File: src/rtl/mmu_xlate_if.sv
// Request/response handshake bundle for the mmu_xlate translation stage.
interface mmu_xlate_if;
    logic        req_valid;
    logic        req_ready;
    logic [31:0] req_vaddr;
    logic [1:0]  req_type;

    logic        rsp_valid;
    logic        rsp_ready;
    logic [31:0] rsp_paddr;
    logic [1:0]  rsp_mat;
    logic        rsp_exc;
    logic [5:0]  rsp_ecode;
    logic [31:0] rsp_vaddr;

    // Requester / response consumer side
    modport master (
        output req_valid, req_vaddr, req_type, rsp_ready,
        input  req_ready, rsp_valid, rsp_paddr, rsp_mat, rsp_exc, rsp_ecode, rsp_vaddr
    );

    // Translation stage side
    modport slave (
        input  req_valid, req_vaddr, req_type, rsp_ready,
        output req_ready, rsp_valid, rsp_paddr, rsp_mat, rsp_exc, rsp_ecode, rsp_vaddr
    );
endinterface

File: src/rtl/mmu_xlate.sv
// Two-stage virtual-to-physical address translation: direct mode, DMW windows
// or TLB page lookup. S1 snapshots the mode decision and the matching TLB half,
// S2 forms paddr/MAT/exception and holds them under back-pressure.
module mmu_xlate #(
    parameter int unsigned ENTRY_NUM = 16,
    parameter int unsigned IDX_WID   = 4
) (
    input  logic                    clk,
    input  logic                    rstn,
    input  logic                    flush,
    input  logic [1:0]              cur_plv,
    input  logic [9:0]              cur_asid,
    input  logic                    crmd_da,
    input  logic [1:0]              crmd_datm,
    input  logic [31:0]             dmw0,
    input  logic [31:0]             dmw1,
    input  logic [ENTRY_NUM*89-1:0] lookup,
    mmu_xlate_if.slave              bus
);

    typedef struct packed {
        logic [19:0] ppn;
        logic [1:0]  plv;
        logic [1:0]  mat;
        logic        d;
        logic        v;
    } tlb_phy_t;

    // Flat lookup layout per entry, MSB first: e, g, vppn, ps, asid, phy[1], phy[0]
    typedef struct packed {
        logic          e;
        logic          g;
        logic [18:0]   vppn;
        logic [5:0]    ps;
        logic [9:0]    asid;
        tlb_phy_t [1:0] phy;
    } tlb_entry_t;

    localparam int unsigned ENTRY_W = $bits(tlb_entry_t);

    typedef enum logic [1:0] {MODE_DA, MODE_DMW, MODE_TLB} mode_e;

    tlb_entry_t ents [ENTRY_NUM];
    logic [ENTRY_NUM-1:0] match;
    logic                 tlb_hit;
    logic [IDX_WID-1:0]   hit_idx;
    tlb_entry_t           sel;
    logic                 odd;
    tlb_phy_t             phy_sel;

    logic        dmw0_hit, dmw1_hit;
    logic        dmw_unused;
    mode_e       mode_d;
    logic [2:0]  seg_d;
    logic [1:0]  dmat_d;

    logic        s1_free, s2_adv, req_fire;

    logic        s1_v_q;
    logic [31:0] s1_vaddr_q;
    logic [1:0]  s1_type_q;
    logic [1:0]  s1_plv_q;
    mode_e       s1_mode_q;
    logic [2:0]  s1_seg_q;
    logic [1:0]  s1_dmat_q;
    logic        s1_hit_q;
    logic        s1_ps21_q;
    tlb_phy_t    s1_phy_q;

    logic        s2_v_q;
    logic [31:0] s2_paddr_q, s2_paddr_d;
    logic [1:0]  s2_mat_q, s2_mat_d;
    logic        s2_exc_q, s2_exc_d;
    logic [5:0]  s2_ecode_q, s2_ecode_d;
    logic [31:0] s2_vaddr_q;

    assign dmw_unused = ^{dmw0[28], dmw0[24:6], dmw0[2:1], dmw1[28], dmw1[24:6], dmw1[2:1]};

    assign s2_adv        = ~s2_v_q | bus.rsp_ready;
    assign s1_free       = ~s1_v_q | s2_adv;
    assign bus.req_ready = s1_free & ~flush;
    assign req_fire      = bus.req_valid & bus.req_ready;

    // Unpack the entry vector and compute per-entry match against the request
    always_comb begin
        for (int unsigned i = 0; i < ENTRY_NUM; i++) begin
            ents[i]  = lookup[i*ENTRY_W +: ENTRY_W];
            match[i] = ents[i].e & (ents[i].g | (ents[i].asid == cur_asid)) &
                       (((ents[i].ps == 6'd12) & (ents[i].vppn == bus.req_vaddr[31:13])) |
                        ((ents[i].ps == 6'd21) & (ents[i].vppn[18:9] == bus.req_vaddr[31:22])));
        end
    end

    // Lowest-index match wins; select the odd/even physical half
    always_comb begin
        tlb_hit = 1'b0;
        hit_idx = '0;
        for (int unsigned i = 0; i < ENTRY_NUM; i++) begin
            if (match[i] && !tlb_hit) begin
                tlb_hit = 1'b1;
                hit_idx = IDX_WID'(i);
            end
        end
        sel     = ents[hit_idx];
        odd     = (sel.ps == 6'd12) ? bus.req_vaddr[12] : bus.req_vaddr[21];
        phy_sel = tlb_hit ? (odd ? sel.phy[1] : sel.phy[0]) : '0;
    end

    // Mode decision at accept: DA > DMW0 > DMW1 > TLB
    always_comb begin
        dmw0_hit = (bus.req_vaddr[31:29] == dmw0[31:29]) &&
                   (((cur_plv == 2'd0) && dmw0[0]) || ((cur_plv == 2'd3) && dmw0[3]));
        dmw1_hit = (bus.req_vaddr[31:29] == dmw1[31:29]) &&
                   (((cur_plv == 2'd0) && dmw1[0]) || ((cur_plv == 2'd3) && dmw1[3]));
        mode_d = MODE_TLB;
        seg_d  = '0;
        dmat_d = '0;
        if (crmd_da) begin
            mode_d = MODE_DA;
            dmat_d = crmd_datm;
        end else if (dmw0_hit) begin
            mode_d = MODE_DMW;
            seg_d  = dmw0[27:25];
            dmat_d = dmw0[5:4];
        end else if (dmw1_hit) begin
            mode_d = MODE_DMW;
            seg_d  = dmw1[27:25];
            dmat_d = dmw1[5:4];
        end
    end

    // S2 result formation from the S1 snapshot
    always_comb begin
        s2_paddr_d = s1_vaddr_q;
        s2_mat_d   = s1_dmat_q;
        s2_exc_d   = 1'b0;
        s2_ecode_d = '0;
        case (s1_mode_q)
            MODE_DA:  ;
            MODE_DMW: s2_paddr_d = {s1_seg_q, s1_vaddr_q[28:0]};
            default: begin
                s2_mat_d   = s1_phy_q.mat;
                s2_paddr_d = s1_ps21_q ? {s1_phy_q.ppn[19:9], s1_vaddr_q[20:0]}
                                       : {s1_phy_q.ppn, s1_vaddr_q[11:0]};
                if (!s1_hit_q) begin
                    s2_paddr_d = '0;
                    s2_exc_d   = 1'b1;
                    s2_ecode_d = 6'h3F;
                end else if (!s1_phy_q.v) begin
                    s2_exc_d   = 1'b1;
                    s2_ecode_d = (s1_type_q == 2'd0) ? 6'h03 :
                                 (s1_type_q == 2'd2) ? 6'h02 : 6'h01;
                end else if (s1_plv_q > s1_phy_q.plv) begin
                    s2_exc_d   = 1'b1;
                    s2_ecode_d = 6'h07;
                end else if ((s1_type_q == 2'd2) && !s1_phy_q.d) begin
                    s2_exc_d   = 1'b1;
                    s2_ecode_d = 6'h04;
                end
            end
        endcase
    end

    // Pipeline registers: S1 capture on accept, S2 load on advance, flush kills both
    always_ff @(posedge clk or negedge rstn) begin
        if (!rstn) begin
            s1_v_q     <= 1'b0;
            s1_vaddr_q <= '0;
            s1_type_q  <= '0;
            s1_plv_q   <= '0;
            s1_mode_q  <= MODE_DA;
            s1_seg_q   <= '0;
            s1_dmat_q  <= '0;
            s1_hit_q   <= 1'b0;
            s1_ps21_q  <= 1'b0;
            s1_phy_q   <= '0;
            s2_v_q     <= 1'b0;
            s2_paddr_q <= '0;
            s2_mat_q   <= '0;
            s2_exc_q   <= 1'b0;
            s2_ecode_q <= '0;
            s2_vaddr_q <= '0;
        end else if (flush) begin
            s1_v_q <= 1'b0;
            s2_v_q <= 1'b0;
        end else begin
            if (s2_adv) begin
                s2_v_q <= s1_v_q;
                if (s1_v_q) begin
                    s2_paddr_q <= s2_paddr_d;
                    s2_mat_q   <= s2_mat_d;
                    s2_exc_q   <= s2_exc_d;
                    s2_ecode_q <= s2_ecode_d;
                    s2_vaddr_q <= s1_vaddr_q;
                end
            end
            if (s1_free) begin
                s1_v_q <= req_fire;
                if (req_fire) begin
                    s1_vaddr_q <= bus.req_vaddr;
                    s1_type_q  <= bus.req_type;
                    s1_plv_q   <= cur_plv;
                    s1_mode_q  <= mode_d;
                    s1_seg_q   <= seg_d;
                    s1_dmat_q  <= dmat_d;
                    s1_hit_q   <= tlb_hit;
                    s1_ps21_q  <= (sel.ps == 6'd21);
                    s1_phy_q   <= phy_sel;
                end
            end
        end
    end

    assign bus.rsp_valid = s2_v_q;
    assign bus.rsp_paddr = s2_paddr_q;
    assign bus.rsp_mat   = s2_mat_q;
    assign bus.rsp_exc   = s2_exc_q;
    assign bus.rsp_ecode = s2_ecode_q;
    assign bus.rsp_vaddr = s2_vaddr_q;

endmodule

File: src/flat_wrapper.sv
// flat-port wrapper written by rule: the top's interface ports become plain ports
module mmu_xlate_flat 
#(
    parameter int unsigned ENTRY_NUM = 16,
    parameter int unsigned IDX_WID   = 4
)
  (clk, rstn, flush, cur_plv, cur_asid, crmd_da, crmd_datm, dmw0, dmw1, lookup, bus_req_valid, bus_req_vaddr, bus_req_type, bus_rsp_ready, bus_req_ready, bus_rsp_valid, bus_rsp_paddr, bus_rsp_mat, bus_rsp_exc, bus_rsp_ecode, bus_rsp_vaddr);
  mmu_xlate_if bus_i ();
  input  logic clk;
  input  logic rstn;
  input  logic flush;
  input  logic [1:0] cur_plv;
  input  logic [9:0] cur_asid;
  input  logic crmd_da;
  input  logic [1:0] crmd_datm;
  input  logic [31:0] dmw0;
  input  logic [31:0] dmw1;
  input  logic [ENTRY_NUM*89-1:0] lookup;
  input wire logic [$bits(bus_i.req_valid)-1:0] bus_req_valid;
  input wire logic [$bits(bus_i.req_vaddr)-1:0] bus_req_vaddr;
  input wire logic [$bits(bus_i.req_type)-1:0] bus_req_type;
  input wire logic [$bits(bus_i.rsp_ready)-1:0] bus_rsp_ready;
  output wire logic [$bits(bus_i.req_ready)-1:0] bus_req_ready;
  output wire logic [$bits(bus_i.rsp_valid)-1:0] bus_rsp_valid;
  output wire logic [$bits(bus_i.rsp_paddr)-1:0] bus_rsp_paddr;
  output wire logic [$bits(bus_i.rsp_mat)-1:0] bus_rsp_mat;
  output wire logic [$bits(bus_i.rsp_exc)-1:0] bus_rsp_exc;
  output wire logic [$bits(bus_i.rsp_ecode)-1:0] bus_rsp_ecode;
  output wire logic [$bits(bus_i.rsp_vaddr)-1:0] bus_rsp_vaddr;
  assign bus_i.req_valid = bus_req_valid;
  assign bus_i.req_vaddr = bus_req_vaddr;
  assign bus_i.req_type = bus_req_type;
  assign bus_i.rsp_ready = bus_rsp_ready;
  assign bus_req_ready = bus_i.req_ready;
  assign bus_rsp_valid = bus_i.rsp_valid;
  assign bus_rsp_paddr = bus_i.rsp_paddr;
  assign bus_rsp_mat = bus_i.rsp_mat;
  assign bus_rsp_exc = bus_i.rsp_exc;
  assign bus_rsp_ecode = bus_i.rsp_ecode;
  assign bus_rsp_vaddr = bus_i.rsp_vaddr;
  mmu_xlate #(.ENTRY_NUM(ENTRY_NUM), .IDX_WID(IDX_WID)) u_core (.clk(clk), .rstn(rstn), .flush(flush), .cur_plv(cur_plv), .cur_asid(cur_asid), .crmd_da(crmd_da), .crmd_datm(crmd_datm), .dmw0(dmw0), .dmw1(dmw1), .lookup(lookup), .bus(bus_i));
endmodule
File: config.mk
export PLATFORM = sky130hd
export DESIGN_NAME = mmu_xlate_flat
export DESIGN_NICKNAME = d
export VERILOG_FILES = /design/src/rtl/mmu_xlate_if.sv /design/src/rtl/mmu_xlate.sv /design/src/flat_wrapper.sv
export SDC_FILE = /design/constraint.sdc
export NUM_CORES = 2
export LEC_CHECK = 0
export ABC_CLOCK_PERIOD_IN_PS = 1900
export BUFFER_PORTS_ARGS = -buffer_cell sky130_fd_sc_hd__buf_2
export CAP_MARGIN = 20
export CORE_AREA = 2 2 638 640
export CTS_CLUSTER_DIAMETER = 40
export DETAILED_ROUTE_END_ITERATION = 6
export DIE_AREA = 0 0 640 642
export HOLD_SLACK_MARGIN = 0.1
export PLACE_DENSITY_LB_ADDON = 0.25
export SLEW_MARGIN = 15
export SYNTH_ARGS = -nofsm -noshare
export SYNTH_HDL_FRONTEND = slang
export SYNTH_SLANG_ARGS = --single-unit
File: constraint.sdc
create_clock -name clk -period 1.9 [get_ports clk]
set_input_delay 0.38 -clock clk [delete_from_list [all_inputs] [get_ports clk]]
set_output_delay 0.38 -clock clk [all_outputs]
set_load 0.01 [all_outputs]
==> impl_metrics.yaml <==
placement:
  dp_hpwl_mm: 258.2
  port_buffers: 1572
  dp_slack_ns: -4.515
  routabilityCongestion: 0.9002
setup_path:
  arrival_ns: 4.96
  cpPeakStageDelay_ns: 0.46
  crit_top_cell: "buf_4"
  crit_chain: "buf_2, buf_12, buf_12, buf_4, xor2_1, nand4b_1, nor4b_4, buf_6, o211a_4, buf_12, nor2_4, a221oi_4, o21ai_4, inv_6, buf_16, buf_4, bufbuf_16, mux2i_1, buf_4, a211oi_1, buf_4, a21oi_1, nand4_1, o211ai_2"
  cp-start-kind: "primary input"
  crit_fanout: 10
  worstReg2RegEnd: "u_core.s1_phy_q[16]"
  regToRegStartpoint: "u_core.bus.rsp_valid"
  r2r_setup_slack_ns: -0.16
  end_kind: "flop"
  path_class: "primary input to flop"
  reg2reg_depth: 10
  critical_path.slowest_cell: "mux2i_1"
  cp.required_ns: 2.36
power_and_ir_drop:
  clkPwrFrac: 0.263
  seqPwrFrac: 0.237
  p_leak_nw: 18.85
  p_switching_mw: 6.513
  internal_power_mw: 10.12
  peakVddDrop_v: 0.0003994
  powerDensity_nw_per_um2: 349.1
  power_frac_comb: 0.500
  finalPower_mw: 16.63
  power.share.switching: 0.3915
floorplan:
  fp.dieW_um: 640
  coreArea_um2: 404300
  io_pins: 1617
  die_y_um: 642
  initial_core_util: 0.05385
  dieArea_um2: 410900
  row_count: 234
clock_tree:
  clock_sinks: 144
  insertion_delay_ns: 0.54
  ctsLongestPathBuffers: 3
  cts_buffers: 25
  h-tree-depth: 4
  clockRootBuffer: "clkbuf_16"
  cts_tree: "yes"
  path_clk_slew_ns: 0.07
global_routing:
  grt_pass1_wl_mm: 354.4
  met1_usage: 0.1767
  grt_use_met2: 0.2246
  grt_usage: 0.1343
  grt_util_met3: 0.03328
  grt-busiest-layer: "met2"
  grt-ovfl-total: 0
  grt_pass1_vias: 31020
  grt_max_degree: 104
  grt_antenna_before_repair: 214
sta:
  finalHoldViolCount: 0
  final-setup-viol-count: 34
  worst_slew_pin_slew_ns: 0.9235
  drv_slew: 0
  setup_tns_ns: -68.36
  timing.fmax_mhz: 222.3
  period_needed_ns: 4.499
  grt_setup_unrepaired: "true"
  slew_headroom: 0.3844
  layout_setup_ws_ns: -2.599
  clock_skew_ns: 0.01787
  min_period_over_period: 2.368
worst_hold_path:
  hold_start: "crmd_datm[0]"
  min_to: "u_core.s1_dmat_q[0]"
  hold_depth: 3
  hp-class: "primary input to flop"
synth:
  synth_seq_cells: 144
  synth_common_cells: "mux2i_1 (379), xor2_1 (274), xnor2_1 (196)"
  syn_inst: 2530
  syn_area_um2: 21770
  async_flop_share: 1.000
  synth_ff_type: "dfrtp_1"
  synth.avg_cell_area_um2: 8.606
  synth_nets: 4074
  synth_most_common_cell: "mux2i_1"
  ys_warn_count: 0
  synth_cell_types: 80
  synth_top_area_cell: "mux2i_1"
  synthTopCellsByArea: "mux2i_1 (17%), dfrtp_1 (17%), xor2_1 (11%)"
  synth_edf_count: 0
  yosys.area.top_type_share: 0.1742
  seq_area_frac_synth: 0.1655
route:
  wire_per_inst_um: 28.33
  vias_per_cell: 2.964
  finalWirelength_mm: 289.2
  drt_iter0_drc: 1637
  firstDrtPassIters: 7
  drc: 0
  ant_nets: 0
  vias: 30260
status:
  violations: "negative setup slack"
  outcome: "finished with violations"
cells_and_area:
  nets: 6258
  drive_above_1_share: 0.6143
  area_growth_pct: 118.9
flow_run:
  cap_violations: 0
[per-stage QoR]
step / utilization / cells / hold WS (ns) / cell area (µm²)
finish: 0.1179 / 10210 / 0.1496 / 47650
global placement: 0.1036 / 9949 / 0.2518 / 41870
CTS: 0.1147 / 10100 / 0.1025 / 46360
global route: 0.1177 / 10190 / 0.1280 / 47610
floorplan: - / 2530 / 0.08441 / 21990
detailed placement: 0.1036 / 9949 / 0.2557 / 41870
[kinds of logic (layout without fill, tap and decap cells)]
family	after synthesis	after routing	share of synthesized area
adders and majority gates	2	2	0.001149
AOI/OAI and AO/OA	507	507	0.1687
xor gates and xnor gates	470	470	0.1891
other	0	62	0
muxes	555	555	0.2663
and+or+nand+nor	619	619	0.1545
buffers and inverters	233	2422	0.05482
DFF	144	144	0.1655
[how the worst max path moves through the flow]
| stage | cells past startpoint | start | slack (ns) | to |
|---|---|---|---|---|
| floorplan | 20 | bus_req_vaddr[24] | -2.01 | u_core.s1_phy_q[10] |
| global placement | 20 | cur_asid[6] | -4.50 | u_core.s1_phy_q[21] |
| detailed placement | 20 | cur_asid[6] | -4.52 | u_core.s1_phy_q[21] |
| CTS | 22 | lookup[1402] | -2.57 | u_core.s1_phy_q[10] |
| global route | 24 | lookup[1402] | -2.63 | u_core.s1_phy_q[10] |
| finish | 24 | bus_req_vaddr[27] | -2.60 | u_core.s1_phy_q[10] |
[cell usage in the layout, fill, tap and decap left out, types with 12 or more instances in the layout]
cell           count
nor2b_1           72
mux2i_4           20
a21oi_2           25
nor3_1            20
nand2_1          144
clkbuf_16         29
xor2_2            13
nand3_1           39
mux2i_2           32
buf_6             62
mux2i_1          327
buf_16            36
mux2_4            27
a22o_1            24
a211o_1           22
xor2_1           259
dfrtp_1          143
buf_12           146
diode_2           62
o21ai_2           12
nor4_2            23
buf_8             12
a211oi_2          41
nor4_1            48
nand3_2           18
o21ai_0           38
o211ai_1          73
xnor2_1          192
buf_4            538
buf_2           1556
o211ai_2          20
a211oi_1          67
mux2_2           147
nor2_1            76
nand4_1           66
dlygate4sd3_1     16
a21oi_1           78
[worst max-delay path: cells and delay by family]
kind | cells | cell delay, ns
AOI/OAI and AO/OA | 6 | 0.99
xor gates and xnor gates | 1 | 0.17
buffers and inverters | 12 | 2.02
muxes | 1 | 0.46
and+or+nand+nor | 4 | 0.86
[power groups by stage]
| stage | combinational (mW) | sequential (mW) | clock, mW |
|---|---|---|---|
| after global routing | 8.93 | 4.02 | 4.71 |
| after global placement | 7.99 | 4.01 | 0 |
| after floorplan | 2.45 | 4.07 | 0 |
| final | 8.32 | 3.94 | 4.37 |
| after CTS | 8.37 | 3.97 | 4.63 |
| after detailed placement | 7.94 | 4.03 | 0 |
[area by class of cell]
type | count | area [µm²]
Fill cell | 46970 | 356700
Multi-Input combinational cell | 2153 | 19180
Timing Repair Buffer | 2380 | 17160
Tap cell | 5428 | 6792
Sequential cell | 144 | 3607
Clock buffer | 30 | 684.4
Antenna cell | 62 | 155.1
Inverter | 10 | 42.54
Clock inverter | 2 | 35.03
[sequential cells by signal, summed over array words and instances (netlist names), 3 cells and up]
name / flops
u_core.bus.rsp_paddr: 32
u_core.bus.rsp_ecode: 4
u_core.bus.rsp_vaddr: 32
u_core.s1_phy_q: 26
u_core.s1_seg_q: 3
u_core.s1_vaddr_q: 32
[per-layer routing]
metal  wire length, µm  vias to the layer above
met5               830                        -
met4              4833                      124
met3             19300                      382
met2            134000                     1312
met1            130200                    14640
li1                  -                    13800
[repair_timing]
action	in CTS	in global routing
gates cloned	27	3
hold buffers	16	0
setup endpoints to repair	43	52
hold endpoints to repair	159	0
buffers inserted	88	49
pin swaps	137	70
resized for setup	455	151
(Power assumes the default switching activity.)
